`src/rtl/solver_cmd_sequencer_if.sv`:
```
// Bundle of command, solver and response signals for solver_cmd_sequencer.
// master: sequencer side. slave: command source, solver model, response sink.
interface solver_cmd_sequencer_if;
    logic        cmd_valid;
    logic        cmd_ready;
    logic [1:0]  cmd_op;
    logic [59:0] cmd_plain;
    logic [77:0] cmd_cipher;

    logic [1:0]  slv_work;
    logic [59:0] slv_data_80;
    logic [77:0] slv_data_96;
    logic [77:0] slv_out_96;
    logic [59:0] slv_out_80;

    logic        rsp_valid;
    logic        rsp_ready;
    logic [1:0]  rsp_op;
    logic [77:0] rsp_data;
    logic        rsp_err;
    logic [15:0] done_cnt;

    modport master (
        input  cmd_valid,
        output cmd_ready,
        input  cmd_op,
        input  cmd_plain,
        input  cmd_cipher,
        output slv_work,
        output slv_data_80,
        output slv_data_96,
        input  slv_out_96,
        input  slv_out_80,
        output rsp_valid,
        input  rsp_ready,
        output rsp_op,
        output rsp_data,
        output rsp_err,
        output done_cnt
    );

    modport slave (
        output cmd_valid,
        input  cmd_ready,
        output cmd_op,
        output cmd_plain,
        output cmd_cipher,
        input  slv_work,
        input  slv_data_80,
        input  slv_data_96,
        output slv_out_96,
        output slv_out_80,
        input  rsp_valid,
        output rsp_ready,
        input  rsp_op,
        input  rsp_data,
        input  rsp_err,
        input  done_cnt
    );
endinterface

```
`src/rtl/solver_cmd_sequencer.sv`:
```
// Sequences one command at a time through a fixed-latency Solver and
// holds the result until downstream accepts it; counts retired responses.
// Ports: Clk, Rst_n (async, active-low), bus (master modport: cmd_*,
// slv_*, rsp_*, done_cnt).
module solver_cmd_sequencer #(
    parameter int unsigned LATENCY = 4
) (
    input  logic Clk,
    input  logic Rst_n,
    solver_cmd_sequencer_if.master bus
);

    if (LATENCY < 2 || LATENCY > 15) begin : g_bad_latency
        $error("solver_cmd_sequencer: LATENCY must be 2..15");
    end

    typedef enum logic [1:0] {
        IDLE = 2'd0,
        RUN  = 2'd1,
        RESP = 2'd2
    } state_e;

    localparam logic [1:0] OP_ENC  = 2'b00;
    localparam logic [1:0] OP_ILL  = 2'b11;
    localparam logic [1:0] WK_HOLD = 2'b11;
    localparam logic [3:0] CNT_LD  = 4'(LATENCY - 1);

    state_e      state_q;
    logic [3:0]  cnt_q;
    logic [3:0]  cnt_d;
    logic        cmd_ready_q;
    logic [1:0]  op_q;
    logic [1:0]  work_q;
    logic [59:0] data80_q;
    logic [77:0] data96_q;
    logic        rsp_valid_q;
    logic [1:0]  rsp_op_q;
    logic [77:0] rsp_data_q;
    logic [77:0] rsp_data_d;
    logic        rsp_err_q;
    logic [15:0] done_cnt_q;
    logic [15:0] done_cnt_d;
    logic        accept;

    // cmd_ready_q is high exactly while in IDLE, so it doubles as the
    // IDLE qualifier for the handshake.
    assign accept = bus.cmd_valid & cmd_ready_q;

    assign cnt_d      = cnt_q - 4'd1;
    assign done_cnt_d = done_cnt_q + 16'd1;

    // Encrypt returns the wide word; everything else is 60 bits wide.
    assign rsp_data_d = (op_q == OP_ENC) ? bus.slv_out_96
                                         : {18'b0, bus.slv_out_80};

    always_ff @(posedge Clk or negedge Rst_n) begin
        if (!Rst_n) begin
            state_q     <= IDLE;
            cnt_q       <= 4'd0;
            cmd_ready_q <= 1'b1;
            op_q        <= 2'b00;
            work_q      <= WK_HOLD;
            data80_q    <= 60'd0;
            data96_q    <= 78'd0;
            rsp_valid_q <= 1'b0;
            rsp_op_q    <= 2'b00;
            rsp_data_q  <= 78'd0;
            rsp_err_q   <= 1'b0;
            done_cnt_q  <= 16'd0;
        end else begin
            unique case (state_q)
                IDLE: begin
                    if (accept) begin
                        cmd_ready_q <= 1'b0;
                        if (bus.cmd_op == OP_ILL) begin
                            // Illegal ops never reach the Solver.
                            rsp_valid_q <= 1'b1;
                            rsp_err_q   <= 1'b1;
                            rsp_op_q    <= OP_ILL;
                            rsp_data_q  <= 78'd0;
                            state_q     <= RESP;
                        end else begin
                            op_q     <= bus.cmd_op;
                            work_q   <= bus.cmd_op;
                            data80_q <= bus.cmd_plain;
                            data96_q <= bus.cmd_cipher;
                            cnt_q    <= CNT_LD;
                            state_q  <= RUN;
                        end
                    end
                end
                RUN: begin
                    if (cnt_q == 4'd0) begin
                        rsp_data_q  <= rsp_data_d;
                        rsp_op_q    <= op_q;
                        rsp_err_q   <= 1'b0;
                        rsp_valid_q <= 1'b1;
                        work_q      <= WK_HOLD;
                        state_q     <= RESP;
                    end else begin
                        cnt_q <= cnt_d;
                    end
                end
                RESP: begin
                    if (bus.rsp_ready) begin
                        rsp_valid_q <= 1'b0;
                        done_cnt_q  <= done_cnt_d;
                        cmd_ready_q <= 1'b1;
                        state_q     <= IDLE;
                    end
                end
                default: begin
                    state_q     <= IDLE;
                    work_q      <= WK_HOLD;
                    rsp_valid_q <= 1'b0;
                    cmd_ready_q <= 1'b1;
                end
            endcase
        end
    end

    assign bus.cmd_ready   = cmd_ready_q;
    assign bus.slv_work    = work_q;
    assign bus.slv_data_80 = data80_q;
    assign bus.slv_data_96 = data96_q;
    assign bus.rsp_valid   = rsp_valid_q;
    assign bus.rsp_op      = rsp_op_q;
    assign bus.rsp_data    = rsp_data_q;
    assign bus.rsp_err     = rsp_err_q;
    assign bus.done_cnt    = done_cnt_q;

endmodule
```
`src/flat_wrapper.sv`:
```
// flat-port wrapper written by rule: the top's interface ports become plain ports
module solver_cmd_sequencer_flat 
#(
    parameter int unsigned LATENCY = 4
)
  (Clk, Rst_n, bus_cmd_valid, bus_cmd_ready, bus_cmd_op, bus_cmd_plain, bus_cmd_cipher, bus_slv_work, bus_slv_data_80, bus_slv_data_96, bus_slv_out_96, bus_slv_out_80, bus_rsp_valid, bus_rsp_ready, bus_rsp_op, bus_rsp_data, bus_rsp_err, bus_done_cnt);
  solver_cmd_sequencer_if bus_i ();
  input  logic Clk;
  input  logic Rst_n;
  input wire logic [$bits(bus_i.cmd_valid)-1:0] bus_cmd_valid;
  output wire logic [$bits(bus_i.cmd_ready)-1:0] bus_cmd_ready;
  input wire logic [$bits(bus_i.cmd_op)-1:0] bus_cmd_op;
  input wire logic [$bits(bus_i.cmd_plain)-1:0] bus_cmd_plain;
  input wire logic [$bits(bus_i.cmd_cipher)-1:0] bus_cmd_cipher;
  output wire logic [$bits(bus_i.slv_work)-1:0] bus_slv_work;
  output wire logic [$bits(bus_i.slv_data_80)-1:0] bus_slv_data_80;
  output wire logic [$bits(bus_i.slv_data_96)-1:0] bus_slv_data_96;
  input wire logic [$bits(bus_i.slv_out_96)-1:0] bus_slv_out_96;
  input wire logic [$bits(bus_i.slv_out_80)-1:0] bus_slv_out_80;
  output wire logic [$bits(bus_i.rsp_valid)-1:0] bus_rsp_valid;
  input wire logic [$bits(bus_i.rsp_ready)-1:0] bus_rsp_ready;
  output wire logic [$bits(bus_i.rsp_op)-1:0] bus_rsp_op;
  output wire logic [$bits(bus_i.rsp_data)-1:0] bus_rsp_data;
  output wire logic [$bits(bus_i.rsp_err)-1:0] bus_rsp_err;
  output wire logic [$bits(bus_i.done_cnt)-1:0] bus_done_cnt;
  assign bus_i.cmd_valid = bus_cmd_valid;
  assign bus_cmd_ready = bus_i.cmd_ready;
  assign bus_i.cmd_op = bus_cmd_op;
  assign bus_i.cmd_plain = bus_cmd_plain;
  assign bus_i.cmd_cipher = bus_cmd_cipher;
  assign bus_slv_work = bus_i.slv_work;
  assign bus_slv_data_80 = bus_i.slv_data_80;
  assign bus_slv_data_96 = bus_i.slv_data_96;
  assign bus_i.slv_out_96 = bus_slv_out_96;
  assign bus_i.slv_out_80 = bus_slv_out_80;
  assign bus_rsp_valid = bus_i.rsp_valid;
  assign bus_i.rsp_ready = bus_rsp_ready;
  assign bus_rsp_op = bus_i.rsp_op;
  assign bus_rsp_data = bus_i.rsp_data;
  assign bus_rsp_err = bus_i.rsp_err;
  assign bus_done_cnt = bus_i.done_cnt;
  solver_cmd_sequencer #(.LATENCY(LATENCY)) u_core (.Clk(Clk), .Rst_n(Rst_n), .bus(bus_i));
endmodule
```
`config.mk`:
```
export PLATFORM = sky130hd
export DESIGN_NAME = solver_cmd_sequencer_flat
export DESIGN_NICKNAME = d
export VERILOG_FILES = /design/src/rtl/solver_cmd_sequencer_if.sv /design/src/rtl/solver_cmd_sequencer.sv /design/src/flat_wrapper.sv
export SDC_FILE = /design/constraint.sdc
export NUM_CORES = 1
export LEC_CHECK = 0
export ABC_AREA = 1
export BUFFER_PORTS_ARGS = -buffer_cell sky130_fd_sc_hd__buf_4
export CAP_MARGIN = 5
export CORE_AREA = 2 2 203 205
export CTS_CLUSTER_SIZE = 25
export DETAILED_ROUTE_END_ITERATION = 10
export DIE_AREA = 0 0 205 207
export PLACE_DENSITY = 0.49
export SETUP_SLACK_MARGIN = 0.15
export SYNTH_ARGS = -nofsm -noshare
export SYNTH_HDL_FRONTEND = slang
export SYNTH_SLANG_ARGS = --single-unit
```
`constraint.sdc`:
```
create_clock -name Clk -period 1.4 [get_ports Clk]
set_input_delay 0.35 -clock Clk [delete_from_list [all_inputs] [get_ports Clk]]
set_output_delay 0.35 -clock Clk [all_outputs]
set_load 0.01 [all_outputs]
```
==> flow_summary.yaml <==
route:
  first_pass_iters: 4
  drc: 0
  ant_nets: 0
  wl_per_cell_um: 17.91
  drt-initial-drc-count: 364
  drt_wl_total_um: 46200
  via_per_inst: 4.463
  num_vias: 11520
cells_and_area:
  fin_area_um2: 21990
  utilization_pct: 54.48
  final_common_cell: "buf_4"
  area_delta_synth_final_pct: 108.1
  fillCellCount: 3602
  nets: 2315
  multiInputGateArea_um2: 5320
  mostFrequentLayoutCells: "buf_4, buf_6, nand2_1"
  seqCellArea_um2: 6190
  diodes: 0
  drive_above_1_share_pct: 59.23
synthesis:
  synthSimpleGateAreaFrac_pct: 25.95
  yosysSeqAreaShare_pct: 58.52
  synth_mux_area_share_pct: 0
  synth_ff_type: "dfrtp_1"
  avgSynthCellArea_um2: 8.510
  synth_compound_area_share_pct: 7.470
  async_flop_share_pct: 100.0
  synth_cells: 1242
  synth_top_family_by_area: "simple AND/OR/NAND/NOR gates"
  synthAdderAreaFrac_pct: 0.3552
  ys_warn_count: 0
  synth_edf_count: 0
  syn_area_um2: 10570
  synth_xor_area_share_pct: 0.9116
  yosysUniqueCellTypes: 28
  synth_seq_cells: 247
  syn-num-nets: 1527
setup_path:
  endpoint_kind: "primary output"
  required_ps: 1050
  crit_slowest_cell: "dfstp_2"
  worstSetupStartpointType: "register"
  rr_endpoint: "u_core.bus.rsp_data[66]"
  critPathTopFamily: "flip-flops"
  cp.arrival_ps: 1270
  path_buf_inv: 2
  path_cells: "buf_6 > buf_6"
  regToRegStartpoint: "u_core.state_q[0]"
  r2r.worst_path.cells: 9
  cpPeakStageDelay_ps: 540
  rrSetupSlack_ps: -210
  cp_max_fo: 2
  critical_path_class: "register to primary output"
  crit_top_cell: "buf_6"
global_route:
  grt_pass1_vias: 10720
  grt-ovfl-total: 0
  grt_usage_pct: 18.70
  grt_pass1_wl_um: 62250
  antenna_found_initial: 0
  grt_max_degree: 51
place:
  port_buffers: 520
  place_congestion: 0.8411
  hpwl_um: 28340
  pre_cts_slack_ps: -146.3
  place_area_um2: 15660
outcome:
  violations: "negative setup slack"
  outcome: "complete, but fails checks"
timing:
  finalSetupViolCount: 464
  clock_skew_ps: 30.96
  timing.fmax_mhz: 617.7
  period_needed_ps: 1619
  finalCritPeriodShare_pct: 115.6
  worst_pin_slew_ps: 522.6
  setup_ws_ps: -218.9
  hold-worst-slack_ps: 12.20
  max_slew_margin_pct: 64.79
  drv_slew: 0
  final_hold_viol_count: 0
  rsz0062_at_grt: "true"
power_and_ir_drop:
  intPower_uw: 29260
  p_leak_uw: 0.01121
  p_per_area_nw_per_um2: 2116
  power_frac_clock_pct: 14.9
  sequentialPowerShare_pct: 27.5
  p_comb_share_pct: 57.6
  vdd_drop_max_v: 0.001281
  switching_share_pct: 37.12
  power.switching_uw: 17280
worst_hold_path:
  hold_depth: 3
  hold_path.startpoint: "bus_cmd_plain[37]"
  hp-class: "input pin to register"
  whs_endpoint: "u_core.bus.slv_data_80[37]"
clocking:
  numClockSinks: 247
  cts_buffers: 28
  clkTransAtPathRegs_ps: 60
  tritoncts: "built"
  cts_buffer_depth: 3
  root_buffer: "clkbuf_16"
  clk_latency_ps: 560
  ctsHtreeMaxLevel: 1
floorplanning:
  start_util_pct: 26.18
  coreArea_um2: 40370
  row_count: 74
  dieArea_um2: 42440
  num_io_pins: 521
  dieHeight_um: 207
  die_x_um: 205
flow_run:
  cap_violations: 0
==> worst max-delay path by stage <==
| stage | start | end | slack, ps | depth (start not counted) |
|---|---|---|---|---|
| global placement | u_core.bus.cmd_ready | u_core.bus.slv_data_80[6] | -130 | 7 |
| floorplan | u_core.state_q[0] | u_core.bus.rsp_data[10] | -7 | 9 |
| global route | u_core.state_q[0] | u_core.bus.rsp_data[66] | -280 | 9 |
| CTS | u_core.bus.cmd_ready | bus_cmd_ready | -250 | 2 |
| detailed placement | u_core.bus.cmd_ready | u_core.bus.slv_data_80[6] | -150 | 7 |
| finish | u_core.bus.cmd_ready | bus_cmd_ready | -220 | 2 |
==> cell type report <==
type | count | area share, %
repair buffers | 831 | 39.32
flip-flops and latches | 247 | 28.15
well taps | 532 | 3.027
clock inverters | 5 | 0.1479
clock buffers | 43 | 3.675
inverters | 84 | 1.491
multi-input cells | 838 | 24.19
==> stage by stage <==
stage               instances  power, µW  TNS [ps]
detailed placement       2290      27100    -15740
global placement         2290      26950    -11580
CTS                      2415      37300    -49190
finish                   2580      46540    -37820
floorplan                1242      18720    -456.2
global route             2580      49090    -63560
==> power groups by stage <==
stage               clock network, µW  logic, µW  registers, µW
CTS                              7150      18100          12000
detailed placement                  0      15100          12000
floorplan                           0       5530          13200
global placement                    0      15000          12000
finish                           6940      26800          12800
global route                     7450      28600          13100
==> kinds of logic (layout without fill, tap and decap cells) <==
group,Yosys count,after routing
AOI/OAI and AO/OA,152,152
and+or+nand+nor,668,672
xor gates and xnor gates,11,11
buffers and inverters,161,963
adders and majority gates,3,3
DFF,247,247
==> synthesized netlist by cell type (2+ instances only) <==
library cell  count  area [µm²]
o21ai_2           5       43.79
xnor2_1           7       61.31
nand3_2           3       30.03
xor2_1            4       35.03
a21oi_1           5       25.02
o21ai_1          26       130.1
buf_4             9       67.56
o21ai_0         113       565.5
nor2_4            2       22.52
dfrtp_1         244        6106
a21oi_2           2       17.52
buf_1             6       22.52
nand2_1         483        1813
nand3_1         148       740.7
ha_1              3       37.54
inv_2             2       7.510
dfstp_2           3       78.83
buf_2            16       80.08
buf_6             8       90.09
clkbuf_1         38       142.6
inv_1            82       307.8
nor2_1           25       93.84
nand4_1           3       18.77
==> worst min-delay path, stage by stage <==
cell	delay, ps
buf_4	80
nand3_2	60
nand2_1	50
==> timing repair <==
action                                  4_1_cts  5_1_grt
hold endpoints to repair                     44        2
hold buffers                                 18        2
endpoints found under the setup margin      484      486
setup buffers                                37      136
pin swaps                                     3       69
gates cloned                                 22       27
resized for setup                           105      662
==> per-layer routing <==
layer  part of all wire (%)  global-route usage [%]  vias up
li1                       -                       -     5551
met1                     39                   22.52     5510
met2                     50                   32.22      402
met3                    8.5                   5.868       52
met4                    2.0                   4.738        0
met5                      0                       0        -
==> registers in the layout, summed over array words and instances (netlist names) <==
name                    cells
u_core.cnt_q                4
u_core.bus.rsp_data        78
u_core.bus.slv_data_96     78
u_core.bus.slv_work         2
u_core.bus.slv_data_80     60
u_core.bus.cmd_ready        1
u_core.state_q              2
u_core.bus.rsp_err          1
u_core.bus.done_cnt        16
u_core.op_q                 2
u_core.bus.rsp_op           2
u_core.bus.rsp_valid        1
No activity file was read; power rests on OpenSTA's default activity.
